==> config.mk <==
export PLATFORM = sky130hd
export DESIGN_NAME = pc_unit_flat
export DESIGN_NICKNAME = d
export VERILOG_FILES = /design/src/rtl/pc_pkg.sv /design/src/rtl/pc_unit_if.sv /design/src/rtl/pc_ras.sv /design/src/rtl/pc_unit.sv /design/src/flat_wrapper.sv
export SDC_FILE = /design/constraint.sdc
export NUM_CORES = 1
export LEC_CHECK = 0
export ABC_AREA = 1
export BUFFER_PORTS_ARGS = -buffer_cell sky130_fd_sc_hd__clkbuf_2
export CAP_MARGIN = 20
export CORE_UTILIZATION = 35
export CTS_CLUSTER_DIAMETER = 120
export DETAILED_ROUTE_END_ITERATION = 8
export GPL_TIMING_DRIVEN = 0
export HOLD_SLACK_MARGIN = 0.12
export PLACE_DENSITY = 0.51
export SYNTH_ARGS = -nofsm -noshare
export SYNTH_HDL_FRONTEND = slang
export SYNTH_SLANG_ARGS = --single-unit
==> constraint.sdc <==
create_clock -name clk -period 5.1 [get_ports clk]
set_input_delay 0.51 -clock clk [delete_from_list [all_inputs] [get_ports clk]]
set_output_delay 0.51 -clock clk [all_outputs]
set_load 0.01 [all_outputs]
==> src/rtl/pc_pkg.sv <==
// pc_unit shared definitions
// op encodings for the program-counter unit
package pc_pkg;

  typedef logic [1:0] pc_op_t;

  localparam pc_op_t OP_SEQ  = 2'b00;
  localparam pc_op_t OP_JUMP = 2'b01;
  localparam pc_op_t OP_CALL = 2'b10;
  localparam pc_op_t OP_RET  = 2'b11;

endpackage

==> src/rtl/pc_unit_if.sv <==
// pc_unit control/status bundle
// master = fetch control, slave = pc_unit
interface pc_if #(
  parameter int WIDTH = 32
) ();
  import pc_pkg::*;

  logic             ena;
  pc_op_t           op;
  logic [WIDTH-1:0] target;
  logic             err_clr;
  logic [WIDTH-1:0] pc_out;
  logic             ras_full;
  logic             ras_empty;
  logic             err;

  modport master (
    output ena, op, target, err_clr,
    input  pc_out, ras_full, ras_empty, err
  );

  modport slave (
    input  ena, op, target, err_clr,
    output pc_out, ras_full, ras_empty, err
  );

endinterface

==> src/rtl/pc_ras.sv <==
// Circular return-address stack
// Push on full overwrites the oldest entry
module pc_ras #(
  parameter int WIDTH     = 32,
  parameter int RAS_DEPTH = 4
) (
  input  logic             clk,
  input  logic             rst,
  input  logic             i_push,
  input  logic             i_pop,
  input  logic [WIDTH-1:0] i_data,
  output logic [WIDTH-1:0] o_top,
  output logic             o_full,
  output logic             o_empty,
  output logic             o_ovf,
  output logic             o_unf
);

  localparam int AW = $clog2(RAS_DEPTH);
  localparam int CW = AW + 1;
  localparam logic [CW-1:0] CMAX = CW'(RAS_DEPTH);

  logic [WIDTH-1:0] r_mem [RAS_DEPTH];
  logic [AW-1:0]    r_tp;
  logic [CW-1:0]    r_cnt;
  logic             w_full;
  logic             w_empty;

  assign w_full  = (r_cnt == CMAX);
  assign w_empty = (r_cnt == '0);
  assign o_full  = w_full;
  assign o_empty = w_empty;
  assign o_top   = r_mem[r_tp];
  assign o_ovf   = i_push && w_full;
  assign o_unf   = i_pop && w_empty;

  // top pointer wraps; count saturates at both ends
  always_ff @(posedge clk or negedge rst) begin
    if (!rst) begin
      r_tp  <= '0;
      r_cnt <= '0;
    end else if (i_push) begin
      r_tp <= r_tp + 1'b1;
      if (!w_full) r_cnt <= r_cnt + 1'b1;
    end else if (i_pop && !w_empty) begin
      r_tp  <= r_tp - 1'b1;
      r_cnt <= r_cnt - 1'b1;
    end
  end

  // entry storage; only read while count is non-zero
  always_ff @(posedge clk) begin
    if (i_push) r_mem[r_tp + 1'b1] <= i_data;
  end

endmodule

==> src/rtl/pc_unit.sv <==
// Program-counter unit
// PC register, next-PC mux, RAS and sticky error
module pc_unit
  import pc_pkg::*;
#(
  parameter int               WIDTH     = 32,
  parameter logic [WIDTH-1:0] RESET_VEC = '0,
  parameter int               STEP      = 4,
  parameter int               RAS_DEPTH = 4
) (
  input  logic clk,
  input  logic rst,
  pc_if.slave  bus
);

  logic [WIDTH-1:0] r_pc;
  logic             r_err;
  logic [WIDTH-1:0] w_seq;
  logic [WIDTH-1:0] w_pc_nxt;
  logic [WIDTH-1:0] w_top;
  logic             w_push;
  logic             w_pop;
  logic             w_full;
  logic             w_empty;
  logic             w_ovf;
  logic             w_unf;

  assign w_seq  = r_pc + WIDTH'(STEP);
  assign w_push = bus.ena && (bus.op == OP_CALL);
  assign w_pop  = bus.ena && (bus.op == OP_RET);

  pc_ras #(
    .WIDTH    (WIDTH),
    .RAS_DEPTH(RAS_DEPTH)
  ) u_ras (
    .clk    (clk),
    .rst    (rst),
    .i_push (w_push),
    .i_pop  (w_pop),
    .i_data (w_seq),
    .o_top  (w_top),
    .o_full (w_full),
    .o_empty(w_empty),
    .o_ovf  (w_ovf),
    .o_unf  (w_unf)
  );

  // next-PC select; RET on empty stack falls through
  always_comb begin
    w_pc_nxt = w_seq;
    unique case (bus.op)
      OP_SEQ:  w_pc_nxt = w_seq;
      OP_JUMP: w_pc_nxt = bus.target;
      OP_CALL: w_pc_nxt = bus.target;
      OP_RET:  w_pc_nxt = w_empty ? w_seq : w_top;
    endcase
  end

  // PC register
  always_ff @(posedge clk or negedge rst) begin
    if (!rst)         r_pc <= RESET_VEC;
    else if (bus.ena) r_pc <= w_pc_nxt;
  end

  // sticky error; a new event beats a clear
  always_ff @(posedge clk or negedge rst) begin
    if (!rst)               r_err <= 1'b0;
    else if (w_ovf || w_unf) r_err <= 1'b1;
    else if (bus.err_clr)    r_err <= 1'b0;
  end

  assign bus.pc_out    = r_pc;
  assign bus.ras_full  = w_full;
  assign bus.ras_empty = w_empty;
  assign bus.err       = r_err;

endmodule

==> src/flat_wrapper.sv <==
// flat-port wrapper written by rule: the top's interface ports become plain ports
module pc_unit_flat import pc_pkg::*;
#(
  parameter int               WIDTH     = 32,
  parameter logic [WIDTH-1:0] RESET_VEC = '0,
  parameter int               STEP      = 4,
  parameter int               RAS_DEPTH = 4
)
  (clk, rst, bus_ena, bus_op, bus_target, bus_err_clr, bus_pc_out, bus_ras_full, bus_ras_empty, bus_err);
  pc_if #(.WIDTH(WIDTH)) bus_i ();
  input  logic clk;
  input  logic rst;
  input wire logic [$bits(bus_i.ena)-1:0] bus_ena;
  input wire logic [$bits(bus_i.op)-1:0] bus_op;
  input wire logic [$bits(bus_i.target)-1:0] bus_target;
  input wire logic [$bits(bus_i.err_clr)-1:0] bus_err_clr;
  output wire logic [$bits(bus_i.pc_out)-1:0] bus_pc_out;
  output wire logic [$bits(bus_i.ras_full)-1:0] bus_ras_full;
  output wire logic [$bits(bus_i.ras_empty)-1:0] bus_ras_empty;
  output wire logic [$bits(bus_i.err)-1:0] bus_err;
  assign bus_i.ena = bus_ena;
  assign bus_i.op = bus_op;
  assign bus_i.target = bus_target;
  assign bus_i.err_clr = bus_err_clr;
  assign bus_pc_out = bus_i.pc_out;
  assign bus_ras_full = bus_i.ras_full;
  assign bus_ras_empty = bus_i.ras_empty;
  assign bus_err = bus_i.err;
  pc_unit #(.WIDTH(WIDTH), .RESET_VEC(RESET_VEC), .STEP(STEP), .RAS_DEPTH(RAS_DEPTH)) u_core (.clk(clk), .rst(rst), .bus(bus_i));
endmodule
== Yosys cells after proc, flatten, opt, wreduce, memory -nomap -nowiden ==
Memory sizes are Yosys's and may differ from the RTL's.
Index checks and enable logic that the tools add are counted.

* Equal/unequal tests: 5
* $add $sub $neg: 5
* Reduce and logical (&&, ||, !) cells: 13
* Multiplexer cells: 11

{| class="wikitable"
|+ Operators with widths
! operator !! count
|-
| 32-bit one-hot mux with 3 select lines || 1
|-
| 32-bit by 3-bit adder with 32-bit output, second input constant || 1
|-
| 32-bit two-way mux || 1
|-
| 3-bit two-way mux || 3
|-
| 1-bit logical AND || 5
|-
| 2-bit equality test, second input constant || 2
|-
| 1-bit two-way mux || 4
|-
| 2-bit two-way mux || 2
|-
| 2-bit nonzero test || 2
|-
| 3-bit by 1-bit adder with 3-bit output, second input constant || 1
|-
| 3-bit equality test, second input constant || 1
|-
| 3-bit zero test || 1
|-
| 3-bit by 1-bit subtractor with 3-bit output, second input constant || 1
|-
| 2-bit by 1-bit adder with 2-bit output, second input constant || 1
|-
| 2-bit by 1-bit equality test with 1-bit output, second input constant || 1
|-
| 2-bit zero test || 1
|-
| 2-bit inequality test, second input constant || 1
|-
| 2-bit AND reduction || 1
|-
| 2-bit OR reduction || 1
|-
| 2-bit by 1-bit subtractor with 2-bit output, second input constant || 1
|-
| 1-bit zero test || 1
|-
| 1-bit logical OR || 1
|}

* Logic and storage cells: 39
* Bits of input ports: 38
* Output and inout bits: 35
* Bits in registers: 38
* Memories: 1
* Memory bits (writable): 128

{| class="wikitable"
|+ Memories
! memory !! words !! width !! rd ports !! clocked after memory_dff !! write ports !! line !! source
|-
| u_core.u_ras.r_mem || 4 || 32 || 1 || 0 || 1 || pc_ras.sv:23 || <nowiki>logic [WIDTH-1:0] r_mem [RAS_DEPTH];</nowiki>
|}

== Depth between registers and ports, before layout ==
* Depth in word-level cells: 5
* Mapped depth: 11
* Gate-level depth less buffers: 10

== By module ==
A second synthesis with hierarchy kept.

* Cell total of the unflattened synthesis: 788
* Area total of the unflattened synthesis: 8308.0 sq um

{| class="wikitable"
|+ By module, submodules not included
! module !! area an instance (sq um) !! sequential area each (sq um) !! cells each !! instances
|-
| pc_ras || 5480.3 || 3968.8 || 369 || 1
|-
| pc_unit || 2827.7 || 825.8 || 419 || 1
|}

== Least setup slack after synthesis ==
Ideal clock, no wire load.

* Path kind: reg-to-reg
* Start point: register u_core.u_ras.r_tp[0]
* End point: memory u_core.u_ras.r_mem[1][0], enable pin
* Required time: 4679 ps
* Library setup time: 421 ps
* Data arrival time: 2350 ps
* Stages on the path, launching flop included: 7
* Clock period less this slack: 2771 ps
* Buffers on the path: 2
* Path slack: 2329 ps
* Path through: dfrtp_1 > buf_2 > inv_2 > buf_2 > ha_1 > inv_1 > nor2_1

* Longest elaborated chain between the ends: 1

{| class="wikitable"
|+ RTL lines
! what !! line !! source
|-
| from (decl) || pc_ras.sv:24 || <nowiki>logic [AW-1:0] r_tp;</nowiki>
|-
| from (signal assigned) || pc_ras.sv:43 || <nowiki>r_tp <= r_tp + 1'b1;</nowiki>
|-
| from (signal assigned) || pc_ras.sv:46 || <nowiki>r_tp <= r_tp - 1'b1;</nowiki>
|-
| 2-bit by 1-bit adder with 2-bit output || pc_ras.sv:53 || <nowiki>if (i_push) r_mem[r_tp + 1'b1] <= i_data;</nowiki>
|-
| to (decl) || pc_ras.sv:23 ||
|}

Every way passes these cells.

== Worst setup path after layout ==
* Start point: register u_core.u_ras.r_tp[1]
* End point: memory u_core.u_ras.r_mem[2][7], enable pin

Same word-level chain as after synthesis.

==> results.md <==
- Status: completed
- Worst r2r dst: u_core.u_ras.r_mem[2][7]
- Netlist Area Pre-Place: 8130 sq um
- Core Area: around 23,000 sq um
- First-pass GRT wire length: 36.6 mm
- Root buf cell: clkbuf_16
- RSZ-0062 raised after global routing: false
- R2R Path Start: u_core.u_ras.r_tp[1]
- # setup viols final: 0
- Post-CTS Repair Setup Buffers: 0
- Worst-path clk slew: around 60 ps
- Period utilization: about 45%
- Worst setup SP type: register
- Drt drc: 0
- Final nets: about 1,000
- Max-Cap Viols: 0
- P_sw: 0.00165 W
- R2R depth: 7
- Sw Ratio: 36.0%
- Final Hold Fails: 0
- Reg power frac: 39.4%
- Worst path arrival time: 2450 ps
- GR Overflow Total: 0
- DRT iter0 DRCs: 505
- Initial antenna violation count: 0
- Final critical-path required period: ~2300 ps
- Internal cell power: 0.00293 W
- CTS tree: done
- Die width: approximately 150 um
- Hpwl dp: ~17 mm
- Min Hold Slack: 326 ps
- Worst Tran Pin Value: approximately 730 ps
- Relative slew slack: 51.4%
- Diodes inserted: 0
- Synth area leaders: edfxtp_1 (47%), nand2_1 (14%), dfrtp_1 (12%)
- CTS Buf Count: 17
- Comb pwr share: a little under a third
- Fmax: approximately 0.43 GHz
- Later-pin clock latency in the skew report: about 430 ps
- Pins over their slew limit: 0
- Commonest register cell after synthesis: edfxtp_1
- Via density: a little under 5
- Port buffer count: 71
- Vias in the first global route: slightly above 6,000
- WL per Instance: between 15 and 20 um
- Area leader, netlist: edfxtp_1
- Async S/R FF share, synth: about 23%
- Final wirelength: roughly 24 mm
- Synth-to-layout area growth: 18.3%
- Top cell type's share of synthesized area: between 40% and 50%
- Mapped Cells: 896
- DRT Pass-1 Iters: 5
- Critical Path Max Stage Delay: ~520 ps
- Via count: approximately 6,400
- Die Area: 23,900 sq um
- Die Height: approximately 150 um
- CP Data Required Time: 5230 ps
- Placer Congestion: between 0.8 and 0.9
- Library cells used by synthesis: 34
- Sequential fraction of the synthesis area: between 50% and 60%
- Worst vdd ir: 0.270 mV
- Top cell by count, worst path: inv_1
- Crit-path cells: buf_4, inv_1, buf_2, ha_1, inv_1, nor2_4, buf_16
- I/O pins: between 70 and 80
- HP Class: primary input to register
- H-tree levels: 4
- WS Path Type: register to register
- Worst clock skew: a little under 9 ps
- Final ANT Viol Nets: 0
- Number of synthesized flops with an enable pin: between 100 and 150
- Total GRT Usage: between 20% and 30%
- Top post-synthesis cells by count: nand2_1 (298), edfxtp_1 (128), nand3_1 (117)
- # rows: 55
- Final TNS setup: 0 ps
- Critical-path top delay cell: nor2_4
- Clock sinks: between 150 and 200
- Crit-path max FO: 17
- YS warnings: 0
- Worst Setup SP: u_core.u_ras.r_tp[1]
- Post-Syn Area per Cell: 9.08 sq um
- Largest net degree at the start of global routing: 23
- Power per cell area: around 480 nW/um^2
- Most frequent cell after synthesis: nand2_1
- Initial cell density of the core: between 30% and 40%
- Clock Path Buffers: 2
- Reg2reg setup slack: between 2000 and 3000 ps
- Share of layout cells above drive strength 1: around 15%
- Synthesized flop and latch total: ~170
- Clock share of power: between 20% and 30%
- End of the critical path: u_core.u_ras.r_mem[2][7]
- Cell leakage power: ~4.0 nW
- Syn nets: around 940
- Crit path capture type: register
routing by layer:
| metal | vias up | global-route usage, % | wire [um] |
|---|---|---|---|
| met3 | 23 | 3.78 | 1220 |
| met2 | 156 | 34.4 | 11400 |
| met4 | 0 | 6.46 | 391 |
| li1 | 3171 | - | - |
| met5 | - | 0 | 0 |
| met1 | 3016 | 29.0 | 11200 |
layout by cell type (no fill, tap or decap), types with 4 or more instances in the layout:
cell type,instances
a21oi_1,48
and2_1,16
buf_2,17
buf_4,6
bufinv_16,4
clkbuf_1,21
clkbuf_16,17
clkbuf_2,71
dfrtp_1,38
edfxtp_1,128
ha_1,8
inv_1,52
nand2_1,298
nand2_2,4
nand3_1,117
nor2_1,73
nor2_2,6
nor2_4,9
o21ai_0,20
o21bai_1,4
or2_2,4
xor2_1,6
metrics by stage:
step	setup WS [ps]	cells	instance area (sq um)	util (%)	total power, W
3_3_place_gp	734	1252	8850	39.0	0.00322
6_report	2780	1290	9620	42.4	0.00458
5_1_grt	2620	1290	9620	42.4	0.00484
4_1_cts	2720	1290	9620	42.4	0.00462
3_5_place_dp	2640	1257	9000	39.6	0.00326
2_1_floorplan	2330	896	8130	-	0.00269
state kept, by name (all words and copies together), names as in the netlist:
register / cells
u_core.u_ras.r_cnt: 3
u_core.u_ras.r_tp: 2
u_core.bus.err: 1
u_core.u_ras.r_mem: 128
u_core.bus.pc_out: 32
cell families (layout without fill, tap and decap cells):
| family | count (synthesis) | in the layout | share of synthesized area [%] |
|---|---|---|---|
| adder cells (fa/ha/maj) | 9 | 9 | 1.48 |
| flip-flops | 166 | 166 | 58.9 |
| AND/OR/NAND/NOR | 535 | 535 | 28.2 |
| buffers and inverters | 96 | 205 | 5.01 |
| AO/OA/AOI/OAI | 82 | 82 | 5.48 |
| XOR/XNOR | 8 | 8 | 0.861 |
power by group through the flow:
stage                     Sequential (W)  Clock [W]  Combinational, W
final                            0.00181    0.00136           0.00142
after global routing             0.00183    0.00143           0.00159
after CTS                        0.00181    0.00138           0.00143
after detailed placement         0.00183          0           0.00143
after global placement           0.00184          0           0.00138
after floorplan                  0.00181          0          0.000880
critical path: cells and delay by family (launching register included):
| kind | cells | cell delay, ps |
|---|---|---|
| buffers and inverters | 5 | 880 |
| AND/OR/NAND/NOR | 1 | 520 |
| flip-flops | 1 | 400 |
| adder cells (fa/ha/maj) | 1 | 210 |
worst min-delay path by stage:
stage	start	end	slack (ps)	cells after the start
finish	bus_err_clr	u_core.bus.err	330	2
global route	bus_err_clr	u_core.bus.err	320	2
CTS	bus_err_clr	u_core.bus.err	320	2
detailed placement	rst	u_core.bus.pc_out[7]	530	1
global placement	u_core.bus.pc_out[1]	u_core.u_ras.r_mem[0][1]	540	0
floorplan	rst	u_core.bus.err	210	0
layout make-up:
| cell class | instances | area, sq um |
|---|---|---|
| Fill cell | 2330 | 13100 |
| Sequential cell | 166 | 4790 |
| Multi-Input combinational cell | 634 | 2960 |
| Timing Repair Buffer | 77 | 488 |
| Clock buffer | 23 | 458 |
| Tap cell | 285 | 357 |
| Buffer | 43 | 209 |
| Inverter | 53 | 199 |
| Clock inverter | 9 | 153 |
timing repair:
item,in CTS,in global routing
gates resized for setup,0,0
hold buffers,1,0
endpoints found under the hold margin,16,0
Note: power is estimated with default switching activity, not from simulation.
